## src/rtl/tick_timer_pkg.sv

```systemverilog
// Shared types and default widths for the tick-driven countdown timer.
package tick_timer_pkg;

  typedef enum logic [1:0] {IDLE, RUN, PAUSED, DONE} timer_state_t;

  localparam int DIV_W_DEFAULT = 32;
  localparam int CNT_W_DEFAULT = 16;

endpackage

```

## src/rtl/tap_edge_detect.sv

```systemverilog
// Selects one divider tap and turns its rising edges into registered
// single-cycle tick enables in the input_clock domain.
module tap_edge_detect #(
  parameter int DIV_W = 32,
  parameter int SEL_W = 5
) (
  input  logic             input_clock,
  input  logic             reset,
  input  logic [DIV_W-1:0] divided_clocks,
  input  logic [SEL_W-1:0] tap_sel,
  output logic             tick
);

  logic             tap_now;
  logic             tap_prev;
  logic [SEL_W-1:0] sel_q;

  // Out-of-range selections read as a constant 0 so they never tick.
  always_comb begin
    tap_now = 1'b0;
    if (32'(tap_sel) < DIV_W) tap_now = divided_clocks[tap_sel];
  end

  // A selection change masks the edge compare for one cycle, since tap_prev
  // still holds the old tap's level.
  always_ff @(posedge input_clock) begin
    if (reset) begin
      tap_prev <= 1'b0;
      sel_q    <= '0;
      tick     <= 1'b0;
    end else begin
      tap_prev <= tap_now;
      sel_q    <= tap_sel;
      tick     <= tap_now & ~tap_prev & (tap_sel == sel_q);
    end
  end

endmodule

```

## src/rtl/tick_countdown_timer.sv

```systemverilog
// Loadable countdown timer clocked by ticks from a selected divider tap.
// Define TICK_TIMER_AUTO_RELOAD_EN to make expiry in RUN reload and keep running.
module tick_countdown_timer
  import tick_timer_pkg::*;
#(
  parameter int DIV_W = DIV_W_DEFAULT,
  parameter int SEL_W = 5,
  parameter int CNT_W = CNT_W_DEFAULT
) (
  input  logic             input_clock,
  input  logic             reset,
  input  logic [DIV_W-1:0] divided_clocks,
  input  logic [SEL_W-1:0] tap_sel,
  input  logic [CNT_W-1:0] load_value,
  input  logic             start,
  input  logic             pause,
  output logic             tick,
  output logic [CNT_W-1:0] count,
  output logic             busy,
  output logic             done
);

  timer_state_t state;
  logic         start_pend;
  logic         take_start;
  logic         load_zero;

  tap_edge_detect #(
    .DIV_W (DIV_W),
    .SEL_W (SEL_W)
  ) u_tap_edge_detect (
    .input_clock    (input_clock),
    .reset          (reset),
    .divided_clocks (divided_clocks),
    .tap_sel        (tap_sel),
    .tick           (tick)
  );

  // A start seen while in DONE is remembered and acted on from IDLE.
  always_comb begin
    load_zero  = (load_value == '0);
    take_start = 1'b0;
    case (state)
      IDLE:        take_start = start | start_pend;
      RUN, PAUSED: take_start = start;
      default:     take_start = 1'b0;
    endcase
  end

  always_ff @(posedge input_clock) begin
    if (reset) begin
      state      <= IDLE;
      count      <= '0;
      busy       <= 1'b0;
      done       <= 1'b0;
      start_pend <= 1'b0;
    end else begin
      done <= 1'b0;
      if (take_start) begin
        start_pend <= 1'b0;
        if (load_zero) begin
          state <= DONE;
          count <= '0;
          busy  <= 1'b0;
          done  <= 1'b1;
        end else begin
          state <= RUN;
          count <= load_value;
          busy  <= 1'b1;
        end
      end else begin
        case (state)
          IDLE: ;
          RUN: begin
            if (pause) begin
              state <= PAUSED;
            end else if (tick && count == CNT_W'(1)) begin
              done <= 1'b1;
`ifdef TICK_TIMER_AUTO_RELOAD_EN
              if (!load_zero) begin
                count <= load_value;
              end else begin
                state <= DONE;
                count <= '0;
                busy  <= 1'b0;
              end
`else
              state <= DONE;
              count <= '0;
              busy  <= 1'b0;
`endif
            end else if (tick && count != '0) begin
              count <= count - CNT_W'(1);
            end
          end
          PAUSED: begin
            if (!pause) state <= RUN;
          end
          DONE: begin
            state <= IDLE;
            if (start) start_pend <= 1'b1;
          end
          default: state <= IDLE;
        endcase
      end
    end
  end

endmodule

```

## config.mk

```make
export PLATFORM = sky130hd
export DESIGN_NAME = tick_countdown_timer
export DESIGN_NICKNAME = d
export VERILOG_FILES = /design/src/rtl/tick_timer_pkg.sv /design/src/rtl/tap_edge_detect.sv /design/src/rtl/tick_countdown_timer.sv
export SDC_FILE = /design/constraint.sdc
export NUM_CORES = 1
export LEC_CHECK = 0
export ABC_AREA = 1
export CAP_MARGIN = 20
export CORE_MARGIN = 1.5
export CORE_UTILIZATION = 46
export DETAILED_ROUTE_END_ITERATION = 10
export GPL_TIMING_DRIVEN = 0
export PLACE_DENSITY_LB_ADDON = 0.3
export SLEW_MARGIN = 20
export SYNTH_ARGS = -nofsm -noshare
export SYNTH_HDL_FRONTEND = slang
export SYNTH_SLANG_ARGS = --single-unit
```

## constraint.sdc

```tcl
create_clock -name input_clock -period 2.3 [get_ports input_clock]
set_input_delay 0.46 -clock input_clock [delete_from_list [all_inputs] [get_ports input_clock]]
set_output_delay 0.46 -clock input_clock [all_outputs]
set_load 0.1 [all_outputs]
```

# ---- Word level (Yosys, flattened, before mapping)
# Cells that the tools add are included.
dict set report classes {
  eq_ne 8
  n_reduce_logical 15
  mux 25
  bitwise 4
  addsub 1
  order_cmp 1
}
# operator count
set op_table {}
lappend op_table {{16-bit 2-to-1 mux} 6}
lappend op_table {{16-bit by 1-bit == test with 1-bit output, second input constant} 1}
lappend op_table {{16-bit logical NOT} 1}
lappend op_table {{16-bit nonzero test} 1}
lappend op_table {{16-bit by 1-bit subtractor with 16-bit output, second input constant} 1}
lappend op_table {{1-bit 2-to-1 mux} 11}
lappend op_table {{2-bit 2-to-1 mux} 5}
lappend op_table {{3-bit AND reduction} 3}
lappend op_table {{5-bit by 6-bit < comparator with 1-bit output, second input constant} 1}
lappend op_table {{2-bit one-hot mux with 3 select lines} 1}
lappend op_table {{1-bit binary-select mux with 5-bit select} 1}
lappend op_table {{5-bit == test} 1}
lappend op_table {{2-bit == test, second input constant} 2}
lappend op_table {{4-bit inequality test, second input constant} 1}
lappend op_table {{2-bit nonzero test} 2}
lappend op_table {{4-bit nonzero test} 1}
lappend op_table {{2-bit OR reduction} 2}
lappend op_table {{3-bit inequality test, second input constant} 1}
lappend op_table {{3-bit nonzero test} 1}
lappend op_table {{1-bit AND} 2}
lappend op_table {{2-bit by 1-bit == test with 1-bit output, second input constant} 1}
lappend op_table {{1-bit logical AND} 2}
lappend op_table {{2-bit logical NOT} 1}
lappend op_table {{2-bit by 1-bit inequality test with 1-bit output, second input constant} 1}
lappend op_table {{other kinds (4)} 4}
dict set report word_totals {
  elab_cells 62
  register_bits 28
  output_inout_bits 19
  input_bits 57
}

# ---- Longest topological paths before layout
# Gate-level depths: netlist (run 1).
dict set report logic_depth {
  depth_word 7
  ltp_mapped 13
  mapped_depth_nobuf 12
}

# ---- Modules after synthesis
# Synthesis (run 1) repeated with hierarchy kept, for this count alone.
dict set report unflattened {
  cells_unflattened 397
  hier_area_um2 2342.2
}
# mod cells_per_inst area_per_inst_um2 n_inst seq_area_each_um2
set by_module_without_submodules {}
lappend by_module_without_submodules {tick_countdown_timer 278 1691.6 1 420.4}
lappend by_module_without_submodules {tap_edge_detect 119 650.6 1 140.1}

# ---- Least setup slack after synthesis (run 1)
# No wires, ideal clock.
dict set report synth_path {
  path_type {input to register}
  from {input count[0]}
  to {register count[0]}
  cell_stages 12
  required_time_ns 2.186
  setup_time_ns 0.114
  path_buffers 1
  slack_ns -0.021
  arrival_ns 2.207
  cell_sequence {dfxtp_1 inv_1 ha_1 nand2_2 nor2_4 nand2_1 nand2_2 nand3_4 nand2_4 buf_6 nor2_1 nor2_1}
}
dict set report synth_between {
  elab_chain_cells 6
  elab_cells_between_ends 12
  cone_classes {add/sub (1); eq/ne (1); mux (5); reduce/logical (5)}
}
# element line
set synth_lines {}
lappend synth_lines {{start, declared} tick_countdown_timer.sv:18} ;# output logic [CNT_W-1:0] count,
lappend synth_lines {{16-bit by 1-bit subtractor with 16-bit output / 16-bit by 1-bit == test with 1-bit output (equally long branches)} {tick_countdown_timer.sv:93, tick_countdown_timer.sv:77}}
lappend synth_lines {{16-bit 2-to-1 mux / 1-bit logical AND (equally long branches)} {tick_countdown_timer.sv:92, tick_countdown_timer.sv:77}}
lappend synth_lines {{16-bit 2-to-1 mux} tick_countdown_timer.sv:77} ;# end else if (tick && count == CNT_W'(1)) begin
lappend synth_lines {{16-bit 2-to-1 mux} tick_countdown_timer.sv:75} ;# if (pause) begin
lappend synth_lines {{16-bit 2-to-1 mux} tick_countdown_timer.sv:72} ;# case (state)
lappend synth_lines {{16-bit 2-to-1 mux} tick_countdown_timer.sv:59} ;# if (take_start) begin
# Parallel ways exist; a longest one is shown, timed or not. The select of a mux whose other input is x is not followed.
# A chain may end at the register's enable or synchronous reset.

# ---- Worst setup path after layout (run 1)
dict set report layout_path {
  from {input count[0]}
  to {output count[0]}
}
# No word-level cell between the ends.

==> reports/results.txt, run 1 <==
Vias: 2658
commonest cells after routing, fill and taps aside: nand2_1 (144), nor2_1 (82), clkdlybuf4s50_1 (57), inv_1 (45), nand3_1 (38)
Synth Cell Area: 2260 um^2
Crit Path Max Fanout: 4
Die Height: 73.0 um
Synth Net Count: 469
Synth area leader: dfxtp_1
Data arrival, critical path: 1.78 ns
overall routing resource usage: 23.9%
IO buf count: 72
setup TNS: 0 ns
Worst Skew: 0.0172 ns
critical path class: flip-flop to primary output
reg2reg start: state[1]
H-Tree Level Count: 1
Worst Setup SP: count[0]
CTS tree: done
most common cell after layout, fill and taps aside: nand2_1
TritonCTS Buffers: 3
1st-pass router iterations: 4
vias in the first global route: 2396
DIE AREA: 5330 um^2
Slew @ Worst Pin: 1.00 ns
Nets: 546
DRC violations left: 0
worst skew pair latency: 0.29 ns
# diodes: 0
Design Area, Final: 3120 um^2
synth top area cells: dfxtp_1 (25%), nand2_1 (24%), nor2_1 (14%), nand3_1 (8.4%), inv_1 (7.5%)
placed inst area: 3060 um^2
cell count after synthesis: 406
CTS Buffer Depth: 2
post-synthesis sequential area ratio: 24.8%
cells on worst reg2reg path: 10
clk sink count: 28
worst setup margin: 0.0591 ns
Period Utilization, post-route: 97.4%
DP HPWL: 4820 um
status: complete, no violations
synthesis-to-finish area growth: 38.4%
antenna-violating nets left: 0
Slowest Stage Delay on Critical Path: 1.14 ns
CTS Root Cell: clkbuf_8
first-pass GRT wire length: 10100 um
count of max-cap constraint violations: 0
crit path to: count[0]
worst reg2reg endpoint: count[11]
initial antenna violation count: 0
share of layout cells above drive strength 1: 6.02%
Initial Util: 47.8%
top routing layer used: met4
row cnt: 25
Buf/Inv on CP: 1
fin crit period: 2.24 ns
Max Slew Vio Count: 0
initial drt markers: 166
Yosys cell types: 28
mean post-synth cell area: 5.56 um^2
#FFs+latches synth: 28
Worst-path clk slew: 0.12 ns
crit path launch type: flip-flop
met2 wire length: 3130 um
maximum number of pins on one net before global-route repair: 17
routed wire length: 6120 um
reg-to-reg slack, setup: 0.29 ns
pre-CTS setup slack: 0.227 ns
final hold violation count: 0
CP required: 1.84 ns
Ports: 76
Design Power: 4.34 mW
worst hold path type: flip-flop to flip-flop
delay-heaviest family, CP: buffers and inverters
grt ovf: 0
Die X: 73.0 um
yosys warns: 0
number of fill cells: 464
FMAX: 446 MHz
RSZ-0062 raised after global routing: no
average vias per placed instance: 4.84
Cell Pwr Density: 1390 nW/um^2
postcts setup bufs: 0
GP Congestion: 0.881
met3 WL post-DR: 224 um
top cell type's share of synthesized area: 24.8%
Max VDD drop: 0.712 mV
Core Region: 4720 um^2
Setup-failing EPs final: 0
CP Cell Sequence: clkdlybuf4s50_1
Leakage: 1.70 nW
routed length per instance: 11.1 um
slowest cell on the critical path: clkdlybuf4s50_1
CP Capture Type: primary output
M1 wire length: 2690 um
Levels on crit path: 1
Slew HR: 33.4%
==> Yosys cell counts (all sizes together) <==
cell / instances
a21oi: 13
clkbuf: 2
nor3: 1
xor2: 6
nand4: 2
buf: 8
dfxtp: 28
o21ai: 9
xnor2: 3
inv: 47
nand2: 148
nor2: 88
a211oi: 1
o21bai: 1
a22oi: 1
o22ai: 1
ha: 6
nand3: 39
clkinv: 2
==> logic make-up after synthesis <==
logic type               share of synthesized area, %
XOR/XNOR                                         3.49
flip-flops                                       24.8
adder cells (fa/ha/maj)                          3.33
buffers and inverters                            10.8
AND/OR/NAND/NOR                                  51.0
AO/OA/AOI/OAI                                    6.49
==> worst min path at each step <==
| stage | slack (ns) | startpoint | to | cells past startpoint |
|---|---|---|---|---|
| after floorplan | 0.46 | u_tap_edge_detect.tap_prev | u_tap_edge_detect.tick | 3 |
| after global placement | 0.45 | busy | busy | 2 |
| after detailed placement | 0.46 | busy | busy | 2 |
| after CTS | 0.48 | busy | busy | 2 |
| after global routing | 0.51 | busy | busy | 2 |
| final | 0.47 | busy | busy | 2 |
==> power breakdown <==
part / switching, mW / internal [mW] / total [mW]
sequential: 0.166 / 0.628 / 0.795
clock: 0.172 / 0.234 / 0.406
combinational: 2.21 / 0.932 / 3.14
total: 2.55 / 1.79 / 4.34
==> per-stage QoR <==
stage / util, % / hold slack, ns / cells
after floorplan: - / 0.464 / 406
after global placement: 64.8 / 0.455 / 545
after detailed placement: 64.8 / 0.459 / 545
after CTS: 66.0 / 0.480 / 549
after global routing: 66.1 / 0.512 / 549
final: 66.1 / 0.474 / 549
==> per-layer routing <==
| layer | GRT usage, % | vias up |
|---|---|---|
| li1 | - | 1397 |
| met1 | 29.1 | 1187 |
| met2 | 43.0 | 68 |
| met3 | 2.76 | 6 |
| met4 | 8.39 | 0 |
| met5 | 0 | - |
==> worst reg2reg max path, stage by stage (launching register included) <==
cell and delay [ns]:
dfxtp_1 0.43, inv_1 0.11, ha_1 0.31, o21bai_1 0.14, nor2_1 0.08, buf_2 0.18
a21oi_2 0.36, nand2_1 0.09, nor2_1 0.12, nor2_1 0.06, nor2_1 0.09
==> cell type report <==
cell class                      instances  area [um^2]  area share [%]
Multi-Input combinational cell        319         1450            46.5
Timing Repair Buffer                   72          709            22.7
Sequential cell                        28          563            18.0
Inverter                               49          184            5.89
Tap cell                               67         83.8            2.68
Buffer                                 10         60.1            1.92
Clock buffer                            3         41.3            1.32
Clock inverter                          1         30.0           0.962
==> sequential cells by signal (all words and copies together), names as in the netlist <==
register,cells
start_pend,1
busy,1
u_tap_edge_detect.tap_prev,1
state,2
done,1
count,16
u_tap_edge_detect.tick,1
u_tap_edge_detect.sel_q,5
==> timing repair <==
item / in CTS / in global routing
gates cloned: 0 / 0
hold buffers: 0 / 0
gates resized for setup: 13 / 2
endpoints found under the setup margin: 13 / 2
(Power assumes the default switching activity.)
==> run 2: changes to the inputs <==
- CORE_MARGIN: 1.5 -> default
- TNS_END_PERCENT: default -> 5
==> run 2 against run 1 <==
  * Combinational power barely moved
  * Cell count shrank 0.18%
  * Via count about the same
  * Non-clock buffer count unchanged
  * Global-route usage is 0.66 points higher
  * Clock power is 32% lower
  * Register-to-register slack better by 0.04 ns
  * Worst setup slack got worse by 0.011 ns
  * Critical path depth did not move
  * Clock skew up 0.0045 ns
  * Worst hold slack improved by 0.012 ns
  * Largest cell class unchanged
  * Highest routed layer unchanged
==> reports/results.txt, run 2 (synthesized netlist as in run 1, its figures left out) <==
H-Tree Level Count: 1 (unchanged)
status: complete, no violations (unchanged)
overall routing resource usage: 24.6% (was 23.9%)
number of fill cells: 444 (was 464)
cells on worst reg2reg path: 10 (unchanged)
GP Congestion: 0.889 (was 0.881)
Cell Pwr Density: 1360 nW/um^2 (was 1390 nW/um^2)
Setup-failing EPs final: 0 (unchanged)
grt ovf: 0 (unchanged)
max FFs per register: 16 (unchanged)
setup TNS: 0 ns (unchanged)
Die Height: 72.0 um (was 73.0 um)
most common cell after layout, fill and taps aside: nand2_1 (unchanged)
CTS Hold Bufs: 0 (unchanged)
Crit Path Max Fanout: 3 (was 4)
Max VDD drop: 0.703 mV (was 0.712 mV)
count of max-cap constraint violations: 0 (unchanged)
final hold violation count: 0 (unchanged)
DRC violations left: 0 (unchanged)
Largest Register: count (unchanged)
vias in the first global route: 2464 (was 2396)
Levels on crit path: 1 (unchanged)
worst hold path type: flip-flop to flip-flop (unchanged)
Worst Skew: 0.0217 ns (was 0.0172 ns)
routed length per instance: 11.0 um (was 11.1 um)
maximum number of pins on one net before global-route repair: 15 (was 17)
CP Cell Sequence: clkdlybuf4s50_1 (unchanged)
Design Area, Final: 3090 um^2 (was 3120 um^2)
clk sink count: 28 (unchanged)
placed inst area: 3060 um^2 (unchanged)
IO buf count: 72 (unchanged)
Vias: 2657 (was 2658)
initial antenna violation count: 0 (unchanged)
critical path class: flip-flop to primary output (unchanged)
crit path launch type: flip-flop (unchanged)
hold path cells: 2 (unchanged)
CP Capture Type: primary output (unchanged)
Buf/Inv on CP: 1 (unchanged)
Core Region: 4720 um^2 (unchanged)
CTS tree: done (unchanged)
Slew @ Worst Pin: 0.997 ns (was 1.00 ns)
synthesis-to-finish area growth: 37.2% (was 38.4%)
share of layout cells above drive strength 1: 5.82% (was 6.02%)
average vias per placed instance: 4.85 (was 4.84)
worst setup margin: 0.0478 ns (was 0.0591 ns)
Slowest Stage Delay on Critical Path: 1.14 ns (about the same)
Final Non-Filler Cells: 548 (was 549)
CTS Root Cell: clkbuf_8 (unchanged)
Worst-path clk slew: 0.11 ns (was 0.12 ns)
first-pass GRT wire length: 10300 um (was 10100 um)
DIE AREA: 5190 um^2 (was 5330 um^2)
initial drt markers: 150 (was 166)
pre-CTS setup slack: 0.217 ns (was 0.227 ns)
Max Slew Vio Count: 0 (unchanged)
Leakage: 1.68 nW (was 1.70 nW)
Design Power: 4.21 mW (was 4.34 mW)
Post-CTS Resized: 12 (was 13)
Regs by FF count: count x16, u_tap_edge_detect.sel_q x5, state x2 (unchanged)
delay-heaviest family, CP: buffers and inverters (unchanged)
CTS Buffer Depth: 2 (unchanged)
commonest cells after routing, fill and taps aside: nand2_1 (144), nor2_1 (82), clkdlybuf4s50_1 (58), inv_1 (45), nand3_1 (38) (was nand2_1 (144), nor2_1 (82), clkdlybuf4s50_1 (57), inv_1 (45), nand3_1 (38))
postcts setup bufs: 0 (unchanged)
Die X: 72.0 um (was 73.0 um)
RSZ-0062 raised after global routing: no (unchanged)
Nets: 546 (unchanged)
antenna-violating nets left: 0 (unchanged)
routed wire length: 6040 um (was 6120 um)
CP required: 1.84 ns (about the same)
hold_ws: 0.486 ns (was 0.474 ns)
1st-pass router iterations: 4 (unchanged)
Initial Util: 47.8% (unchanged)
Period Utilization, post-route: 97.9% (was 97.4%)
slowest cell on the critical path: clkdlybuf4s50_1 (unchanged)
worst skew pair latency: 0.28 ns (was 0.29 ns)
placed cell count: 545 (unchanged)
FMAX: 444 MHz (was 446 MHz)
fin crit period: 2.25 ns (was 2.24 ns)
reg-to-reg slack, setup: 0.33 ns (was 0.29 ns)
# diodes: 0 (unchanged)
row cnt: 25 (unchanged)
Ports: 76 (unchanged)
Data arrival, critical path: 1.79 ns (was 1.78 ns)
Slew HR: 33.4% (about the same)
TritonCTS Buffers: 3 (unchanged)
post-layout util: 65.5% (was 66.1%)
DP HPWL: 4810 um (was 4820 um)
run 2: final timing paths:
check                    to  startpoint
setup / recovery  count[14]   count[14]
hold / removal         busy        busy
setup reg to reg  count[11]    state[1]
hold reg to reg        busy        busy
run 2: per-layer routing:
layer,part of all wire [%],up-vias,GRT usage [%]
met5,0,-,0
met4,1.4,0,6.97
met3,5.2,9,4.58
met2,51,94,45.0
met1,43,1157,29.2
li1,-,1397,-
run 2: layout make-up:
| type | count | area [um^2] | area share, % |
|---|---|---|---|
| buffer | 10 | 60.1 | 1.94 |
| clock buffer | 3 | 41.3 | 1.33 |
| inverter | 49 | 184 | 5.94 |
| multi-input combinational | 319 | 1450 | 46.9 |
| sequential | 28 | 563 | 18.2 |
| tap | 67 | 83.8 | 2.71 |
| timing repair buffer | 72 | 711 | 23.0 |
run 2: report_power, final:
group	leakage, nW	internal, mW	total [mW]	switching (mW)
registers	0.231	0.628	0.798	0.170
clock network	0.0216	0.118	0.276	0.158
logic	1.43	0.931	3.14	2.21
==> run 3: changes to the inputs <==
- RECOVER_POWER: default -> 25
==> run 3 against run 2 <==
  * Critical path depth unchanged
  * Sequential share of layout area about the same
  * Global-route usage unchanged
  * Combinational power about the same
  * Sequential power about the same
  * Clock-buffer cell count unchanged
  * Critical endpoint unchanged
  * First-iteration DRC count increased by 13%
  * Routed wire length about the same
==> reports/results.txt, run 3 (synthesized netlist as in run 1, its figures left out) <==
status: complete, no violations (unchanged)
# diodes: 0 (unchanged)
FMAX: 445 MHz (was 444 MHz)
Die Height: 72.0 um (unchanged)
postcts setup bufs: 0 (unchanged)
clk sink count: 28 (unchanged)
CP required: 1.84 ns (about the same)
Largest Register: count (unchanged)
Die X: 72.0 um (unchanged)
CP Capture Type: primary output (unchanged)
share of layout cells above drive strength 1: 4.99% (was 5.82%)
routed length per instance: 11.0 um (about the same)
count of max-cap constraint violations: 0 (unchanged)
GRT busiest layer: met2 (unchanged)
grt ovf: 0 (unchanged)
1st-pass router iterations: 4 (unchanged)
Clk pwr share: 6.5% (about the same)
initial antenna violation count: 0 (unchanged)
CTS tree: done (unchanged)
Regs by FF count: count x16, u_tap_edge_detect.sel_q x5, state x2 (unchanged)
DP HPWL: 4810 um (unchanged)
Sw Ratio: 60.1% (was 60.2%)
CP Cell Sequence: clkdlybuf4s50_1 (unchanged)
RSZ-0062 raised after global routing: no (unchanged)
routed wire length: 6050 um (was 6040 um)
DRC violations left: 0 (unchanged)
max FFs per register: 16 (unchanged)
Period Utilization, post-route: 97.8% (was 97.9%)
maximum number of pins on one net before global-route repair: 15 (unchanged)
M3 GR Usage: 4.58% (unchanged)
Core Region: 4720 um^2 (unchanged)
initial drt markers: 170 (was 150)
CTS Hold Bufs: 0 (unchanged)
Initial Util: 47.8% (unchanged)
synthesis-to-finish area growth: 37.0% (was 37.2%)
worst skew pair latency: 0.28 ns (about the same)
CTS Root Cell: clkbuf_8 (unchanged)
CTS Buffer Depth: 2 (unchanged)
average vias per placed instance: 4.80 (was 4.85)
Cell Pwr Density: 1360 nW/um^2 (about the same)
sequential power share: 19.0% (about the same)
DIE AREA: 5190 um^2 (unchanged)
overall routing resource usage: 24.6% (unchanged)
Psw: 2.52 mW (was 2.53 mW)
critical path class: flip-flop to primary output (unchanged)
antenna-violating nets left: 0 (unchanged)
commonest cells after routing, fill and taps aside: nand2_1 (144), nor2_1 (82), clkdlybuf4s50_1 (55), inv_1 (46), nand3_1 (38) (was nand2_1 (144), nor2_1 (82), clkdlybuf4s50_1 (58), inv_1 (45), nand3_1 (38))
row cnt: 25 (unchanged)
first-pass GRT wire length: 10300 um (unchanged)
Combinational Power Share: 74.5% (about the same)
Setup-failing EPs final: 0 (unchanged)
Max VDD drop: 0.701 mV (was 0.703 mV)
crit path launch type: flip-flop (unchanged)
vias in the first global route: 2464 (unchanged)
Buf/Inv on CP: 1 (unchanged)
Slowest Stage Delay on Critical Path: 1.14 ns (about the same)
placed inst area: 3060 um^2 (unchanged)
setup TNS: 0 ns (unchanged)
met2 GRT Util: 45.0% (unchanged)
Worst Skew: 0.0218 ns (was 0.0217 ns)
slowest cell on the critical path: clkdlybuf4s50_1 (unchanged)
GR met1 Demand/Resource: 29.2% (unchanged)
worst hold path type: flip-flop to flip-flop (unchanged)
GP Congestion: 0.889 (unchanged)
Design Area, Final: 3090 um^2 (about the same)
IO buf count: 72 (unchanged)
Nets: 546 (unchanged)
fin crit period: 2.25 ns (about the same)
delay-heaviest family, CP: buffers and inverters (unchanged)
most common cell after layout, fill and taps aside: nand2_1 (unchanged)
final hold violation count: 0 (unchanged)
Slew @ Worst Pin: 0.997 ns (about the same)
TritonCTS Buffers: 3 (unchanged)
Max Slew Vio Count: 0 (unchanged)
internal power: 1.67 mW (was 1.68 mW)
Data arrival, critical path: 1.79 ns (about the same)
Slew HR: 33.4% (about the same)
H-Tree Level Count: 1 (unchanged)
Crit Path Max Fanout: 3 (unchanged)
Leakage: 1.67 nW (was 1.68 nW)
Ports: 76 (unchanged)
Worst-path clk slew: 0.11 ns (about the same)
Vias: 2630 (was 2657)
[run 3: cell types whose count changed in the layout (fill, tap and decap cells not counted), sizes merged]
cell | previous run | this run
dlygate4sd3 | 0 | 3
buf | 8 | 5
clkdlybuf4s50 | 58 | 55
clkbuf | 5 | 8
[run 3: power by group through the flow]
stage | clock [mW] | sequential (mW) | combinational [mW]
finish | 0.274 | 0.797 | 3.12
global route | 0.296 | 0.818 | 3.49
CTS | 0.271 | 0.795 | 3.12
detailed placement | 0 | 0.811 | 3.17
global placement | 0 | 0.802 | 3.11
floorplan | 0 | 1.60 | 1.70
[run 3: final timing paths]
kind,start,to,slack [ns],cells after the start
worst min register to register,busy,busy,0.49,2
worst min-delay path,busy,busy,0.49,2
worst max-delay path,count[14],count[14],0.05,1
worst max register to register,state[1],count[8],0.28,11
[run 3: cell type report]
type                    count  area, um^2
plain buffers              10        56.3
repair buffers             72         711
multi-input cells         319        1450
flip-flops and latches     28         563
inverters                  49         184
clock buffers               3        41.3
well taps                  67        83.8
fillers                   447        1630
[run 3: worst register-to-register path, delay by kind of cell, from the launching register on]
kind	cells	cell delay (ns)
AO/OA/AOI/OAI	2	0.33
AND/OR/NAND/NOR	5	0.39
buffers and inverters	3	0.49
flip-flops	1	0.41
adder cells (fa/ha/maj)	1	0.30
[run 3: through the flow]
step | total power, mW | util [%] | instances | hold WS, ns | setup slack, ns
CTS | 4.19 | 65.4 | 548 | 0.498 | 0.000711
finish | 4.20 | 65.4 | 548 | 0.486 | 0.0508
global route | 4.60 | 65.4 | 548 | 0.517 | 0.00986
global placement | 3.92 | 64.8 | 545 | 0.455 | 0.244
floorplan | 3.30 | - | 406 | 0.464 | 0.188
detailed placement | 3.98 | 64.8 | 545 | 0.478 | 0.217
[run 3: timing repair]
| item | CTS | global route |
|---|---|---|
| resized for setup | 12 | 2 |
| setup endpoints to repair | 12 | 2 |
| pin swaps | 0 | 0 |
[run 3: routing by layer]
layer | vias up | share of wire [%]
met4 | 0 | 1.3
met1 | 1157 | 43
li1 | 1393 | -
met2 | 73 | 51
met5 | - | 0
met3 | 7 | 4.7
